$ cat config.mk
export PLATFORM = sky130hd
export DESIGN_NAME = rf_wb_arbiter_flat
export DESIGN_NICKNAME = d
export VERILOG_FILES = /design/src/rtl/rf_ctrl_pkg.sv /design/src/rtl/rf_wb_arbiter_if.sv /design/src/rtl/rf_wb_arbiter_rr_arb2.sv /design/src/rtl/rf_wb_arbiter.sv /design/src/flat_wrapper.sv
export SDC_FILE = /design/constraint.sdc
export NUM_CORES = 1
export LEC_CHECK = 0
export ABC_CLOCK_PERIOD_IN_PS = 5500
export CORE_MARGIN = 8
export CORE_UTILIZATION = 30
export DETAILED_ROUTE_END_ITERATION = 16
export GPL_TIMING_DRIVEN = 0
export PLACE_DENSITY = 0.73
export SLEW_MARGIN = 20
export SYNTH_ARGS = -nofsm -noshare
export SYNTH_HDL_FRONTEND = slang
export SYNTH_HIERARCHICAL = 1
export SYNTH_SLANG_ARGS = --single-unit
$ cat constraint.sdc
create_clock -name clk -period 5.5 [get_ports clk]
set_input_delay 0.825 -clock clk [delete_from_list [all_inputs] [get_ports clk]]
set_output_delay 0.825 -clock clk [all_outputs]
set_load 0.02 [all_outputs]
$ cat src/rtl/rf_ctrl_pkg.sv
// Shared types and defaults for the register-file write-back path.
package rf_ctrl_pkg;

  localparam int XLEN_DEFAULT = 32;
  localparam int NREG_DEFAULT = 32;
  localparam int REG_AW       = 5;

  typedef enum logic {
    SRC_ALU = 1'b0,
    SRC_MEM = 1'b1
  } wb_src_t;

endpackage

$ cat src/rtl/rf_wb_arbiter_if.sv
// Write-back bus: two producer request channels and the register-file write port.
// Handshake: a request transfers in the cycle where valid and ready are both high;
// ready depends combinationally on valid, and rd/data must hold while valid && !ready.
interface rf_wb_arbiter_if #(
  parameter int XLEN = 32
);
  import rf_ctrl_pkg::*;

  logic              alu_valid;
  logic [REG_AW-1:0] alu_rd;
  logic [XLEN-1:0]   alu_data;
  logic              alu_ready;

  logic              mem_valid;
  logic [REG_AW-1:0] mem_rd;
  logic [XLEN-1:0]   mem_data;
  logic              mem_ready;

  logic              rf_we;
  logic [REG_AW-1:0] rf_rd;
  logic [XLEN-1:0]   rf_data;
  wb_src_t           rf_src;

  modport master (
    output alu_valid, alu_rd, alu_data,
    output mem_valid, mem_rd, mem_data,
    input  alu_ready, mem_ready,
    input  rf_we, rf_rd, rf_data, rf_src
  );

  modport slave (
    input  alu_valid, alu_rd, alu_data,
    input  mem_valid, mem_rd, mem_data,
    output alu_ready, mem_ready,
    output rf_we, rf_rd, rf_data, rf_src
  );

endinterface

$ cat src/rtl/rf_wb_arbiter_rr_arb2.sv
// Two-requester round-robin arbiter; bit 0 = ALU, bit 1 = MEM.
module rr_arb2
  import rf_ctrl_pkg::*;
(
  input  logic       clk,
  input  logic       rst,
  input  logic [1:0] req,
  input  logic       accept,
  output logic [1:0] gnt
);

  wb_src_t last_grant;

  always_comb begin
    gnt = req;
    // On contention the source that did not win last time goes first.
    if (req == 2'b11) begin
      gnt = (last_grant == SRC_MEM) ? 2'b01 : 2'b10;
    end
  end

  always_ff @(posedge clk) begin
    if (rst) begin
      last_grant <= SRC_MEM;
    end else if (accept) begin
      last_grant <= gnt[1] ? SRC_MEM : SRC_ALU;
    end
  end

endmodule

$ cat src/rtl/rf_wb_arbiter.sv
// Register-file write-back arbiter with registered output and optional busy-bit
// scoreboard (enabled by defining RF_WB_SCOREBOARD_EN).
module rf_wb_arbiter
  import rf_ctrl_pkg::*;
#(
  parameter int XLEN = XLEN_DEFAULT,
  parameter int NREG = NREG_DEFAULT
) (
  input  logic              clk,
  input  logic              rst,
  rf_wb_arbiter_if.slave    bus,
  input  logic              issue_valid,
  input  logic [REG_AW-1:0] issue_rd,
  input  logic [REG_AW-1:0] rs1,
  input  logic [REG_AW-1:0] rs2,
  output logic [NREG-1:0]   busy,
  output logic              hazard
);

  logic [1:0]        req;
  logic [1:0]        gnt;
  logic              accept;
  wb_src_t           sel_src;
  logic [REG_AW-1:0] sel_rd;
  logic [XLEN-1:0]   sel_data;

  // Requests are masked during reset so neither producer sees ready.
  assign req    = {bus.mem_valid, bus.alu_valid} & {2{~rst}};
  assign accept = |gnt;

  rr_arb2 u_arb (
    .clk    (clk),
    .rst    (rst),
    .req    (req),
    .accept (accept),
    .gnt    (gnt)
  );

  assign bus.alu_ready = gnt[0];
  assign bus.mem_ready = gnt[1];

  assign sel_src  = gnt[1] ? SRC_MEM : SRC_ALU;
  assign sel_rd   = gnt[1] ? bus.mem_rd : bus.alu_rd;
  assign sel_data = gnt[1] ? bus.mem_data : bus.alu_data;

  always_ff @(posedge clk) begin
    if (rst) begin
      bus.rf_we   <= 1'b0;
      bus.rf_rd   <= '0;
      bus.rf_data <= '0;
      bus.rf_src  <= SRC_ALU;
    end else begin
      // x0 writes still consume the grant but never reach the file.
      bus.rf_we <= accept && (sel_rd != '0);
      if (accept) begin
        bus.rf_rd   <= sel_rd;
        bus.rf_data <= sel_data;
        bus.rf_src  <= sel_src;
      end
    end
  end

`ifdef RF_WB_SCOREBOARD_EN
  logic [NREG-1:0] busy_q;
  logic [NREG-1:0] set_mask;
  logic [NREG-1:0] clr_mask;

  always_comb begin
    set_mask = '0;
    clr_mask = '0;
    if (issue_valid && (issue_rd != '0)) set_mask[issue_rd] = 1'b1;
    if (bus.rf_we) clr_mask[bus.rf_rd] = 1'b1;
  end

  // Set is applied after clear so a same-cycle reissue keeps the bit.
  always_ff @(posedge clk) begin
    if (rst) begin
      busy_q <= '0;
    end else begin
      busy_q <= ((busy_q & ~clr_mask) | set_mask) & {{(NREG-1){1'b1}}, 1'b0};
    end
  end

  assign busy   = busy_q;
  assign hazard = busy_q[rs1] | busy_q[rs2];
`else
  logic unused_sb;
  assign unused_sb = ^{issue_valid, issue_rd, rs1, rs2};
  assign busy      = '0;
  assign hazard    = 1'b0;
`endif

endmodule

$ cat src/flat_wrapper.sv
// flat-port wrapper written by rule: the top's interface ports become plain ports
module rf_wb_arbiter_flat import rf_ctrl_pkg::*;
#(
  parameter int XLEN = XLEN_DEFAULT,
  parameter int NREG = NREG_DEFAULT
)
  (clk, rst, issue_valid, issue_rd, rs1, rs2, busy, hazard, bus_alu_valid, bus_alu_rd, bus_alu_data, bus_mem_valid, bus_mem_rd, bus_mem_data, bus_alu_ready, bus_mem_ready, bus_rf_we, bus_rf_rd, bus_rf_data, bus_rf_src);
  rf_wb_arbiter_if #(.XLEN(XLEN)) bus_i ();
  input  logic clk;
  input  logic rst;
  input  logic issue_valid;
  input  logic [REG_AW-1:0] issue_rd;
  input  logic [REG_AW-1:0] rs1;
  input  logic [REG_AW-1:0] rs2;
  output logic [NREG-1:0] busy;
  output logic hazard;
  input wire logic [$bits(bus_i.alu_valid)-1:0] bus_alu_valid;
  input wire logic [$bits(bus_i.alu_rd)-1:0] bus_alu_rd;
  input wire logic [$bits(bus_i.alu_data)-1:0] bus_alu_data;
  input wire logic [$bits(bus_i.mem_valid)-1:0] bus_mem_valid;
  input wire logic [$bits(bus_i.mem_rd)-1:0] bus_mem_rd;
  input wire logic [$bits(bus_i.mem_data)-1:0] bus_mem_data;
  output wire logic [$bits(bus_i.alu_ready)-1:0] bus_alu_ready;
  output wire logic [$bits(bus_i.mem_ready)-1:0] bus_mem_ready;
  output wire logic [$bits(bus_i.rf_we)-1:0] bus_rf_we;
  output wire logic [$bits(bus_i.rf_rd)-1:0] bus_rf_rd;
  output wire logic [$bits(bus_i.rf_data)-1:0] bus_rf_data;
  output wire logic [$bits(bus_i.rf_src)-1:0] bus_rf_src;
  assign bus_i.alu_valid = bus_alu_valid;
  assign bus_i.alu_rd = bus_alu_rd;
  assign bus_i.alu_data = bus_alu_data;
  assign bus_i.mem_valid = bus_mem_valid;
  assign bus_i.mem_rd = bus_mem_rd;
  assign bus_i.mem_data = bus_mem_data;
  assign bus_alu_ready = bus_i.alu_ready;
  assign bus_mem_ready = bus_i.mem_ready;
  assign bus_rf_we = bus_i.rf_we;
  assign bus_rf_rd = bus_i.rf_rd;
  assign bus_rf_data = bus_i.rf_data;
  assign bus_rf_src = bus_i.rf_src;
  rf_wb_arbiter #(.XLEN(XLEN), .NREG(NREG)) u_core (.clk(clk), .rst(rst), .bus(bus_i), .issue_valid(issue_valid), .issue_rd(issue_rd), .rs1(rs1), .rs2(rs2), .busy(busy), .hazard(hazard));
endmodule
# Word level (Yosys, flattened, before mapping)
# Index checks and enable logic that the tools add are counted.
# classes
eq_ne	1
n_mux	5
bitwise	2
n_reduce_logical	3
# ops
cell	count
$mux W32	1
$mux W5	1
$reduce_bool A5 Y1	1
$mux W2	2
$and A2 B2 Y2	1
$eq A2 B2 Y1 const B	1
$reduce_or A2 Y1	1
$logic_and A1 B1 Y1	1
$mux W1	1
$not A1 Y1	1
# word_totals
ff_bits	40
out_inout_bits	74
wordCells	16

# Depth between registers and ports, before layout
# depth
word_depth	7
depth_mapped	9

# By module
# The synthesis kept the hierarchy.
# by_module_without_submodules
mod	n_inst	cells_per_inst	area_each_um2	seq_area_each_um2
rf_wb_arbiter	1	211	2113.3	780.7
rr_arb2	1	6	53.8	20.0

# Worst setup path after synthesis
# No wires, ideal clock.
# synth_path
path_type	input to register
from	in rst
to	reg u_core.bus.rf_data[10]
arrival_ps	2819
path_slack_ps	2554
cell_stages	7
cell_sequence	clkbuf_1 > nor2b_1 > a21boi_0 > buf_6 > mux2_2 > mux2i_1 > nor2_1
# synth_via
elab_chain_len	5
word_cells_on_any_way	6
classes_between	1 x eq/ne; 2 x mux; 2 x bitwise; 1 x reduce/logical
# synth_lines
item	line	rtl
start: declaration	flat_wrapper.sv:10	input logic rst;
$not A1 Y1 (*)	rf_wb_arbiter.sv:28	assign req = {bus.mem_valid, bus.alu_valid} & {2{~rst}};
$and A2 B2 Y2 (*)	rf_wb_arbiter.sv:28	
named net u_core.req[0]	rf_wb_arbiter.sv:20	logic [1:0] req;
$eq A2 B2 Y1	rf_wb_arbiter_rr_arb2.sv:17	if (req == 2'b11) begin
$mux W2 (*)	rf_wb_arbiter_rr_arb2.sv:17	
named net bus_alu_ready	flat_wrapper.sv:23	output wire logic [$bits(bus_i.alu_ready)-1:0] bus_alu_ready;
$reduce_or A2 Y1 (*)	rf_wb_arbiter.sv:29	assign accept = |gnt;
end signal: assignment	rf_wb_arbiter.sv:57	bus.rf_data <= sel_data;
end: declaration	rf_wb_arbiter_if.sv:35	output rf_we, rf_rd, rf_data, rf_src
# The timed path passes the listed nets; every way through them passes the cells marked *.
# A chain may end at the register's enable or synchronous reset.

# Worst setup path in the final report
# layout_path
from	in rst
to	out bus_alu_ready
# layout_via
elab_chain_len	4
# layout_lines
item	line
$not A1 Y1 (*)	rf_wb_arbiter.sv:28
$and A2 B2 Y2 (*)	rf_wb_arbiter.sv:28
named net u_core.req[0]	rf_wb_arbiter.sv:20
$eq A2 B2 Y1	rf_wb_arbiter_rr_arb2.sv:17
$mux W2 (*)	rf_wb_arbiter_rr_arb2.sv:17
end: declaration	flat_wrapper.sv:23
# Marks and branches as above.

==> impl_metrics.tcl <==
set metrics [dict create \
    status "finished clean" \
    synth_area_leaders "dfxtp_1, mux2_2, mux2i_1, buf_4, nor2_1" \
    io_pins 168 \
    synth.top_cell.area_share_pct 36.95 \
    drt_iter0_drc 18 \
    finalClockSkew_ps 2.609 \
    synth_edf_count 0 \
    worstSetupPathType "input pin to output pin" \
    viasPerCell 4.063 \
    dr_total_vias 1922 \
    hold_class "register to register" \
    wl_per_cell_um 13.90 \
    finalHoldViolations 0 \
    p_sw_share_pct 28.76 \
    die_area_um2 10200 \
    synth_flop_cell "dfxtp_1" \
    drive_gt1_share_pct 22.19 \
    synth_seq_cells 40 \
    max_clock_freq_mhz 237.3 \
    path_clk_slew_ps 70 \
    p_comb_share_pct 33.9 \
    final_design_area_no_fill_um2 3670 \
    end_kind "output pin" \
    p_leak_nw 1.570 \
    antenna_cells 0 \
    place.gp.congestion 0.6708 \
    clk_latency_ps 290 \
    cts_buffer_depth 2 \
    grt-ovfl-total 0 \
    drtAntennaViolNets 0 \
    core_area_um2 7137 \
    period_share_pct 76.62 \
    antenna_found_initial 0 \
    netSwitchingPower_w 0.0002209 \
    vdd_drop_max_v 0.00009343 \
    wirelength_um 6577 \
    cts_sinks 40 \
    seq_power_share_pct 41.9 \
    arrival_ps 3390 \
    grt_setup_unrepaired "no" \
    drc_errors 0 \
    yosys_warnings 6 \
    cts_setup_buffers 0 \
    totalNegativeSetupSlack_ps 0 \
    synth.avg_cell_area_um2 9.987 \
    finalSetupViolCount 0 \
    internal_power_w 0.0005471 \
    die_x_um 101.0 \
    pwr-share-clk_pct 24.2 \
    synthCells 217 \
    numCtsBuffers 5 \
    dp_slack_ps 1212 \
    ctsResizeCount 0 \
    htreeDepth 2 \
    root_buffer "clkbuf_8" \
    crit_path_max_fanout 10 \
    worst_pin_slew_ps 983.6 \
    synthDistinctLibCells 23 \
    portBuffers 118 \
    placed_cell_area_um2 3592 \
    synthArstFlopShare_pct 0 \
    maxSlewHeadroom_pct 33.84 \
    yosysTopAreaCell "dfxtp_1" \
    hpwlAfterDp_um 5316 \
    grtUsageTotal_pct 12.76 \
    area.growth.synth_to_final_pct 69.34 \
    critPathRequiredTime_ps 4680 \
    slew_violations 0 \
    drv_cap 0 \
    finalPower_w 0.0007680 \
    cp-start-kind "input pin" \
    powerDensity_nw_per_um2 209.3 \
    layout.nets 468 \
    yosysSeqAreaShare_pct 36.95 \
    timing.final.ws_setup_ps 1286 \
    dr.pass1.iters 4 \
    start_util_pct 30.36 \
    grt_pass1_wl_um 10360 \
    synthesis.area_um2 2167 \
    min_period_ps 4214 \
    grt_max_degree 12 \
    ctsHoldBuffers 0 \
    die_h_um 101.0 \
    rows 31 \
    cts_tree "built" \
    first_global_vias 2072 \
]
area by class of cell:
cell class	count	area [um^2]
Multi-Input combinational cell	160	1140
Sequential cell	40	800.8
Clock inverter	1	5.005
Clock buffer	6	72.57
Fill cell	705	3467
Timing Repair Buffer	118	1181
Inverter	3	11.26
Tap cell	99	123.9
Buffer	46	335.3
cell families (layout without fill, tap and decap cells):
group                  Yosys count  after routing  synth area share, %
other                            1             33               0.1730
AO/OA/AOI/OAI                    9              9                3.002
flip-flops                      40             40                36.95
buffers and inverters           49            174                15.99
multiplexers                    71             71                34.87
AND/OR/NAND/NOR                 47             47                9.007
worst max-delay path: stages:
cell and delay [ps]:
clkdlybuf4s50_1 510, clkbuf_1 270, nor2b_1 190, a21boi_0 800
clkdlybuf4s50_1 780
cell usage after synthesis (2+ instances only):
library cell	number
a211oi_1	2
buf_2	4
buf_4	34
buf_6	4
clkbuf_1	4
dfxtp_1	40
inv_1	3
mux2_2	35
mux2i_1	35
nor2_1	39
nor2b_1	5
through the flow:
| step | std cells | util (%) | hold WS [ps] |
|---|---|---|---|
| floorplan | 249 | - | 557.5 |
| global placement | 466 | 50.33 | 479.3 |
| detailed placement | 466 | 50.33 | 503.8 |
| CTS | 473 | 51.42 | 521.5 |
| global route | 473 | 51.42 | 561.5 |
| finish | 473 | 51.42 | 514.0 |
layer usage:
metal / vias to the layer above / wire length, um / GRT usage, % / part of all wire [%]
met3: 4 / 772 / 6.975 / 12
li1: 975 / - / - / -
met2: 90 / 3231 / 21.55 / 49
met5: - / 0 / 0 / 0
met1: 853 / 2535 / 13.65 / 39
met4: 0 / 38 / 2.749 / 0.58
cells in the final DEF, fill, tap and decap left out, types with 2 or more instances in the layout:
cell / n
clkdlybuf4s50_1: 118
dfxtp_1: 40
nor2_1: 39
mux2_2: 35
mux2i_1: 35
buf_4: 34
conb_1: 33
clkbuf_8: 5
clkbuf_1: 5
nor2b_1: 5
buf_2: 4
buf_6: 4
inv_1: 3
a211oi_1: 2
power groups by stage:
stage | sequential [W] | combinational, W | clock [W]
after floorplan | 0.000354 | 0.000119 | 0
after global placement | 0.000327 | 0.000258 | 0
after detailed placement | 0.000329 | 0.000262 | 0
after CTS | 0.000322 | 0.000263 | 0.000196
after global routing | 0.000325 | 0.000281 | 0.000207
final | 0.000322 | 0.000261 | 0.000186
worst paths after layout:
path / depth (start not counted) / slack, ps / end / from
worst min register to register: 2 / 510 / u_core/bus.rf_src / u_core/bus.rf_src
worst min-delay path: 2 / 510 / u_core/bus.rf_src / u_core/bus.rf_src
worst max register to register: 6 / 3400 / u_core/bus.rf_data[25] / u_core/u_arb/last_grant
worst max-delay path: 5 / 1290 / bus_alu_ready / rst
registers in the layout (all words and copies together) (netlist names):
| signal | cells |
|---|---|
| u_core/bus.rf_src | 1 |
| u_core/bus.rf_data | 32 |
| u_core/bus.rf_rd | 5 |
| u_core/u_arb/last_grant | 1 |
| u_core/bus.rf_we | 1 |
No activity file was read; power rests on OpenSTA's default activity.
